--- src/rtl/fetch_decode_pkg.sv ---
// Shared definitions for the fetch/decode block: instruction field layout,
// FSM states, reset PC default and the decoded-control bundle.
package fetch_decode_pkg;

  localparam logic [15:0] RESET_PC_DEFAULT = 16'h0000;

  // Instruction field positions (LSB of each field) and single-bit flags.
  localparam int OP_LSB   = 29;
  localparam int OP_W     = 3;
  localparam int FORM_BIT = 28;
  localparam int VEC_LSB  = 26;
  localparam int VEC_W    = 2;
  localparam int A_LSB    = 22;
  localparam int B_LSB    = 18;
  localparam int C_LSB    = 14;
  localparam int D_LSB    = 10;
  localparam int Y1_LSB   = 6;
  localparam int Y2_LSB   = 2;
  localparam int REG_W    = 4;
  localparam int IMM_BIT  = 1;
  localparam int HALT_BIT = 0;

  typedef enum logic [2:0] {
    ST_FETCH,
    ST_WAIT_I,
    ST_REQ_C,
    ST_WAIT_C,
    ST_ISSUE,
    ST_HALT
  } state_t;

  typedef struct packed {
    logic [OP_W-1:0]  op;
    logic             form;
    logic [VEC_W-1:0] vec;
    logic [REG_W-1:0] a;
    logic [REG_W-1:0] b;
    logic [REG_W-1:0] c;
    logic [REG_W-1:0] d;
    logic [REG_W-1:0] y1;
    logic [REG_W-1:0] y2;
    logic [3:0]       zero_reg;
    logic [1:0]       write;
    logic             const_a;
    logic [31:0]      constant;
  } ctrl_t;

  // The HALT bit never reaches the decoder, so the latched word is [31:1].
  function automatic logic [REG_W-1:0] reg_field(input logic [31:1] w, input int lsb);
    return w[lsb +: REG_W];
  endfunction

endpackage

--- src/rtl/instr_decode.sv ---
// Purely combinational decode of the latched instruction into datapath
// controls. Fields read as zero whenever fields_valid is low.
module instr_decode
  import fetch_decode_pkg::*;
(
  input  logic [31:1] word,
  input  logic [31:0] immediate,
  input  logic        issue,
  input  logic        fields_valid,
  output ctrl_t       ctrl
);

  logic             imm;
  logic [REG_W-1:0] fa, fb, fc, fd, fy1, fy2;

  always_comb begin
    imm = word[IMM_BIT];
    fa  = reg_field(word, A_LSB);
    fb  = reg_field(word, B_LSB);
    fc  = reg_field(word, C_LSB);
    fd  = reg_field(word, D_LSB);
    fy1 = reg_field(word, Y1_LSB);
    fy2 = reg_field(word, Y2_LSB);

    ctrl = '0;
    if (fields_valid) begin
      ctrl.op   = word[OP_LSB +: OP_W];
      ctrl.form = word[FORM_BIT];
      ctrl.vec  = word[VEC_LSB +: VEC_W];
      ctrl.a    = fa;
      ctrl.b    = fb;
      ctrl.c    = fc;
      ctrl.d    = fd;
      ctrl.y1   = fy1;
      ctrl.y2   = fy2;

      // Operand A is replaced by the immediate, so it is never the zero register.
      ctrl.zero_reg[0] = (fa == '0) && !imm;
      ctrl.zero_reg[1] = (fb == '0);
      ctrl.zero_reg[2] = (fc == '0);
      ctrl.zero_reg[3] = (fd == '0);

      ctrl.write[0] = issue && (fy1 != '0);
      ctrl.write[1] = issue && (fy2 != '0);

      ctrl.const_a  = imm;
      ctrl.constant = imm ? immediate : 32'h0;
    end
  end

endmodule

--- src/rtl/fetch_decode.sv ---
// Fetch/decode front end: request-response fetch FSM with optional
// immediate word, PC, issue handshake with downstream stall, and HALT.
module fetch_decode
  import fetch_decode_pkg::*;
#(
  parameter logic [15:0] RESET_PC = RESET_PC_DEFAULT
) (
  input  logic        clk,
  input  logic        rst,
  output logic        imem_req,
  output logic [15:0] imem_addr,
  input  logic        imem_valid,
  input  logic [31:0] imem_data,
  input  logic        stall,
  output logic [2:0]  op,
  output logic        form,
  output logic [1:0]  vec,
  output logic [3:0]  A,
  output logic [3:0]  B,
  output logic [3:0]  C,
  output logic [3:0]  D,
  output logic [3:0]  Y1,
  output logic [3:0]  Y2,
  output logic [3:0]  zero_reg,
  output logic [1:0]  write,
  output logic        const_a,
  output logic [31:0] constant,
  output logic        program_counter_inc,
  output logic        issue,
  output logic        halted
);

  state_t      state, state_d;
  logic [15:0] pc, pc_d;
  logic [31:1] ir, ir_d;
  logic [31:0] cst, cst_d;
  logic        in_issue;
  ctrl_t       ctrl;

  // NOTE: sequential state uses non-blocking assignments so every register
  // samples pre-edge values regardless of process evaluation order.
  always_ff @(posedge clk) begin
    if (rst) begin
      state <= ST_FETCH;
      pc    <= RESET_PC;
      ir    <= '0;
      cst   <= '0;
    end else begin
      state <= state_d;
      pc    <= pc_d;
      ir    <= ir_d;
      cst   <= cst_d;
    end
  end

  // NOTE: every variable gets a default before the case so no path leaves
  // it unassigned, which would otherwise infer a latch.
  always_comb begin
    state_d = state;
    pc_d    = pc;
    ir_d    = ir;
    cst_d   = cst;
    unique case (state)
      ST_FETCH:  state_d = ST_WAIT_I;
      ST_WAIT_I: begin
        if (imem_valid) begin
          ir_d = imem_data[31:1];
          pc_d = pc + 16'd1;
          if (imem_data[HALT_BIT])     state_d = ST_HALT;
          else if (imem_data[IMM_BIT]) state_d = ST_REQ_C;
          else                         state_d = ST_ISSUE;
        end
      end
      ST_REQ_C:  state_d = ST_WAIT_C;
      ST_WAIT_C: begin
        if (imem_valid) begin
          cst_d   = imem_data;
          pc_d    = pc + 16'd1;
          state_d = ST_ISSUE;
        end
      end
      ST_ISSUE:  if (!stall) state_d = ST_FETCH;
      ST_HALT:   state_d = ST_HALT;
      default:   state_d = ST_FETCH;
    endcase
  end

  // Outputs are gated by rst so nothing leaks while reset is held.
  assign in_issue            = (state == ST_ISSUE) && !rst;
  assign issue               = in_issue && !stall;
  assign program_counter_inc = issue;
  assign imem_req            = ((state == ST_FETCH) || (state == ST_REQ_C)) && !rst;
  assign imem_addr           = pc;
  assign halted              = (state == ST_HALT) && !rst;

  instr_decode u_decode (
    .word         (ir),
    .immediate    (cst),
    .issue        (issue),
    .fields_valid (in_issue),
    .ctrl         (ctrl)
  );

  assign op       = ctrl.op;
  assign form     = ctrl.form;
  assign vec      = ctrl.vec;
  assign A        = ctrl.a;
  assign B        = ctrl.b;
  assign C        = ctrl.c;
  assign D        = ctrl.d;
  assign Y1       = ctrl.y1;
  assign Y2       = ctrl.y2;
  assign zero_reg = ctrl.zero_reg;
  assign write    = ctrl.write;
  assign const_a  = ctrl.const_a;
  assign constant = ctrl.constant;

endmodule
--- config.mk ---
export PLATFORM = sky130hd
export DESIGN_NAME = fetch_decode
export DESIGN_NICKNAME = d
export VERILOG_FILES = /design/src/rtl/fetch_decode_pkg.sv /design/src/rtl/instr_decode.sv /design/src/rtl/fetch_decode.sv
export SDC_FILE = /design/constraint.sdc
export NUM_CORES = 1
export LEC_CHECK = 0
export CORE_UTILIZATION = 49
export DETAILED_ROUTE_END_ITERATION = 10
export PLACE_DENSITY_LB_ADDON = 0.3
export SKIP_LAST_GASP = 1
export SYNTH_ARGS = -nofsm -noshare
export SYNTH_HDL_FRONTEND = slang
export SYNTH_SLANG_ARGS = --single-unit
--- constraint.sdc ---
create_clock -name clk -period 2.7 [get_ports clk]
set_input_delay 0.27 -clock clk [delete_from_list [all_inputs] [get_ports clk]]
set_output_delay 0.27 -clock clk [all_outputs]
set_load 0.03 [all_outputs]
* Yosys cells after proc, flatten, opt, wreduce, memory -nomap -nowiden
Index checks and enable logic that the tools add are counted.
** Storage, ports and cells
- Bits in registers :: 82
- Bits in latches :: 0
- RAM bits :: 0
- Memory bits (read-only) :: 0
- Input bits :: 36
- Output and inout bits :: 89
- Logic and storage cells :: 44
- Memories :: 0
** Cells by class
- Add/sub/neg operators :: 1
- $mul :: 0
- Divide/modulo/power cells :: 0
- $lt $le $gt $ge :: 0
- Equal/unequal tests :: 8
- Shift-type cells :: 0
- Mux-type cells :: 8
- Bitwise operators :: 0
- Reductions and logical operators :: 23
** Operators with widths (count)
- 2-to-1 mux 69 bit :: 1
- 2-to-1 mux 32 bit :: 1
- case mux 3 bit (6 select lines) :: 1
- adder 16 x 1 -> 16 bit, second input constant :: 1
- logical NOT 4 bit :: 4
- 2-to-1 mux 3 bit :: 5
- nonzero test 4 bit :: 2
- logical AND 1 bit :: 7
- == test 3 x 2 -> 1 bit, second input constant :: 2
- == test 3 bit, second input constant :: 2
- inequality test 2 bit, second input constant :: 3
- AND reduction 2 bit :: 3
- == test 3 x 1 -> 1 bit, second input constant :: 1
- logical NOT 1 bit :: 3
- logical NOT 3 bit :: 1
- AND reduction 3 bit :: 1
- OR reduction 2 bit :: 1
- logical OR 1 bit :: 1

* Longest topological paths before layout
- Depth in word-level cells :: 5
- Gate-level depth with buffers :: 7
- Gate-level depth less buffers :: 5

* Modules after synthesis
A second synthesis with hierarchy kept.
** Second synthesis, totals
- Cell total of the unflattened synthesis :: 474
- Area total of the unflattened synthesis :: 3633.5 um2
** Modules (own cells, without submodules)
- fetch_decode :: instances 1, cells each 388, area each 3111.7 um2, seq. area each 1641.6 um2
- instr_decode :: instances 1, cells each 86, area each 521.8 um2, seq. area each 0.0 um2

* Worst setup path before layout
Ideal clock, no wire load.
- Path type :: register to output
- From :: register state[2]
- To :: output program_counter_inc
- Data arrival time :: 1.755 ns
- Required time :: 2.430 ns
- Path slack :: 0.675 ns
- Stages on the path, launching flop included :: 7
- Buffers on the path :: 3
- Path through :: dfxtp_1 buf_2 nand2b_1 or3_1 clkbuf_1 nor2_1 buf_4
** Between the ends
- Cells in the longest elaborated chain, start to end :: 3
** RTL lines
- from (decl) :: line fetch_decode.sv:33 : state_t state, state_d;
- from (signal assigned) :: line fetch_decode.sv:49 : state <= state_d;
- == test 3 bit :: line fetch_decode.sv:89 : assign in_issue = (state == ST_ISSUE) && !rst;
- logical AND 1 bit :: line fetch_decode.sv:89
- logical AND 1 bit :: line fetch_decode.sv:90 : assign issue = in_issue && !stall;
- to (decl) :: line fetch_decode.sv:28 : output logic program_counter_inc,
Every way passes these cells.

* Worst setup path after layout
- From :: register state[1]
- To :: output write[0]
** Between the ends
- Cells in the longest elaborated chain, start to end :: 5
** RTL lines
- == test 3 bit (*) :: line fetch_decode.sv:89
- logical AND 1 bit (*) :: line fetch_decode.sv:89
- logical AND 1 bit :: line fetch_decode.sv:90
- logical AND 1 bit :: line instr_decode.sv:43 : ctrl.write[0] = issue && (fy1 != '0);
- 2-to-1 mux 69 bit (*) :: line instr_decode.sv:26 : if (fields_valid) begin
- to (decl) :: line fetch_decode.sv:25 : output logic [1:0] write,
Every way passes the cells marked *; elsewhere a longest branch is shown, timed or not.

==> impl_metrics.json <==
{
  "grt_max_degree": 54,
  "slowest_delay_ps": 690,
  "powerDensity_nw_per_um2": 498.4,
  "cts_root_buffer": "clkbuf_8",
  "post-cts-setup-buffer-count": 0,
  "syn_inst": 471,
  "worstSetupPathType": "flop to primary output",
  "vdd.ir_drop.worst_uv": 252.4,
  "via_count": 3576,
  "clkSlewWorstSetupHoldPaths_ps": 80,
  "holdWs_ps": 446.9,
  "critPathLaunch": "state[1]",
  "max_freq_mhz": 387.8,
  "yosysSeqAreaShare_pct": 45.40,
  "outcome": "finished, final reports clean",
  "skew_ps": 8.331,
  "ys_warn_count": 0,
  "post-dp-hpwl_um": 6717,
  "cts_buffers": 9,
  "ios": 125,
  "drtIter0Drc": 189,
  "postSynthAreaPerCell_um2": 7.677,
  "path_cells": "nand2b_1 > or3_4 > nor3_1 > clkdlybuf4s50_1",
  "htree_levels": 3,
  "diodes": 0,
  "ant_nets": 0,
  "tightest_slew_ps": 574.8,
  "areaGrowthSynthToFinish_pct": 40.55,
  "crit_buf_inv": 1,
  "clk_latency_ps": 340,
  "synth_seq_cells": 82,
  "routed_wl_um": 9791,
  "nNetsFinal": 617,
  "cts_tree": "done",
  "globalplace.congestion": 0.7869,
  "detail_route.wl_per_cell_um": 14.38,
  "synth_nets": 508,
  "vias_per_cell": 5.251,
  "die-area_um2": 7727,
  "core_area_um2": 6944,
  "synth_cell_type_count": 39,
  "num_rows": 30,
  "rsz0062_at_grt": "no",
  "worstHoldPathType": "input pin to flop",
  "relSlewSlack_pct": 61.33,
  "cp_data_arrival_time_ps": 2310,
  "initial_core_util_pct": 52.07,
  "path_max_fanout": 8,
  "holdBufCountCts": 0,
  "die_width_um": 87.91,
  "maxCapViolations": 0,
  "worstHoldStart": "rst",
  "reg2reg_from": "state[0]",
  "r2r_slack_ps": 720,
  "drc": 0,
  "overflow": 0,
  "drt-pass1-iter-count": 6,
  "cpLargestDelayFamily": "simple AND/OR/NAND/NOR gates",
  "clock-sinks": 82,
  "fin_crit_sh_pct": 95.52,
  "report.final.slew_viol_count": 0,
  "start_kind": "flop",
  "grt_pass1_wl_um": 15680,
  "required_ps": 2430,
  "hold_viol_final": 0,
  "syn_area_um2": 3616,
  "tns_ps": 0,
  "cts_buffer_depth": 2,
  "port_buffers": 124,
  "grt_usage_pct": 25.91,
  "die_y_um": 87.91,
  "end_kind": "primary output",
  "grt_pass1_vias": 3261,
  "fin_crit_ps": 2579,
  "antenna_found_initial": 0,
  "crit_slowest_cell": "clkdlybuf4s50_1",
  "setup_violations": 0,
  "p_leak_nw": 2.067,
  "layout-drive-gt1-share_pct": 13.85
}
-- layout make-up --
| cell class | instances | area (um^2) |
|---|---|---|
| Tap cell | 96 | 120.1 |
| Sequential cell | 82 | 1643 |
| Multi-Input combinational cell | 349 | 1827 |
| Inverter | 3 | 11.26 |
| Fill cell | 549 | 1862 |
| Timing Repair Buffer | 135 | 1249 |
| Clock buffer | 10 | 127.6 |
| Clock inverter | 6 | 105.1 |
-- state kept, by name, indices dropped and copies added (netlist names) --
| signal | cells |
|---|---|
| cst | 32 |
| ir | 31 |
| state | 3 |
| imem_addr | 16 |
-- report_power, final --
part,internal [mW],switching [mW],total [mW],leakage [nW]
clock network,0.610,0.426,1.04,0.120
registers,1.24,0.0292,1.27,0.665
logic,0.102,0.125,0.227,1.28
total,1.95,0.581,2.53,2.07
-- final timing paths --
| check | to | cells past startpoint |
|---|---|---|
| worst max-delay path | write[0] | 4 |
| worst max register to register | imem_addr[15] | 4 |
| worst min-delay path | state[0] | 3 |
| worst min register to register | cst[11] | 2 |
-- cells by family (layout without fill, tap and decap cells) --
logic type,Yosys count,count (layout),share of synthesized area (%)
adders and majority gates,1,1,0.3460
buffers and inverters,40,154,4.533
muxes,2,2,0.5882
xor gates and xnor gates,11,11,2.665
and+or+nand+nor,261,261,35.95
AOI/OAI and AO/OA,74,74,10.52
DFF,82,82,45.40
-- layer usage --
metal / share of wire (%) / track usage (%)
met5: 0 / 0
met4: 0.65 / 8.644
met3: 6.6 / 5.278
met2: 49 / 43.55
met1: 43 / 33.22
-- stage by stage --
stage / utilization, % / instance area (um^2) / setup slack (ps) / power [mW] / std cells
floorplan: - / 3616 / 675.0 / 1.410 / 471
global placement: 69.78 / 4846 / 289.1 / 1.516 / 665
detailed placement: 69.78 / 4846 / 203.3 / 1.523 / 665
CTS: 73.17 / 5081 / 2.959 / 2.545 / 681
global route: 73.19 / 5082 / 19.64 / 2.630 / 681
finish: 73.19 / 5082 / 121.1 / 2.533 / 681
-- repair_timing --
item / 4_1_cts / 5_1_grt
resized for setup: 3 / 1
setup endpoints to repair: 8 / 26
hold endpoints to repair: 0 / 0
-- cell usage in the layout (no fill, tap or decap), types with 4 or more instances in the layout --
| master | n |
|---|---|
| buf_4 | 50 |
| dfxtp_1 | 81 |
| nor3_1 | 8 |
| clkdlybuf4s50_1 | 79 |
| and3_1 | 33 |
| xnor2_1 | 8 |
| nor4_1 | 6 |
| nand2_1 | 133 |
| or4_1 | 4 |
| and2_1 | 33 |
| clkbuf_8 | 9 |
| a21oi_1 | 68 |
| nor2_1 | 21 |
-- Yosys cell counts (all sizes together) --
master    n  area (um^2)
nand4     4        40.04
or4       5        41.29
nor3b     1        7.510
o21ai     3        15.01
nor4      6        37.54
nand2   134        510.5
or3       3        20.02
and2     33        206.5
and3     34        214.0
nand4b    2        32.53
nor2     21        78.83
nand2b    2        12.51
buf       7        40.03
nor3     10        55.05
nand3     2        10.01
mux2i     1        10.01
xor2      3        26.28
inv       3        11.26
a31oi     1        6.260
dfxtp    82         1642
o21ba     1        10.01
o22a      1        8.760
and3b     1        8.760
a21oi    68        340.3
and4      1        8.760
xnor2     8        70.07
nor2b     1        6.260
clkbuf   30        112.6
mux2      1        11.26
and4b     1        10.01
ha        1        12.51
-- worst register-to-register path, cell delays in order (launching register included) --
cell	delay, ps
dfxtp_1	570
nand2_4	150
or4_4	600
nor3_1	210
mux2_2	350
No activity file was read; power rests on OpenSTA's default activity.
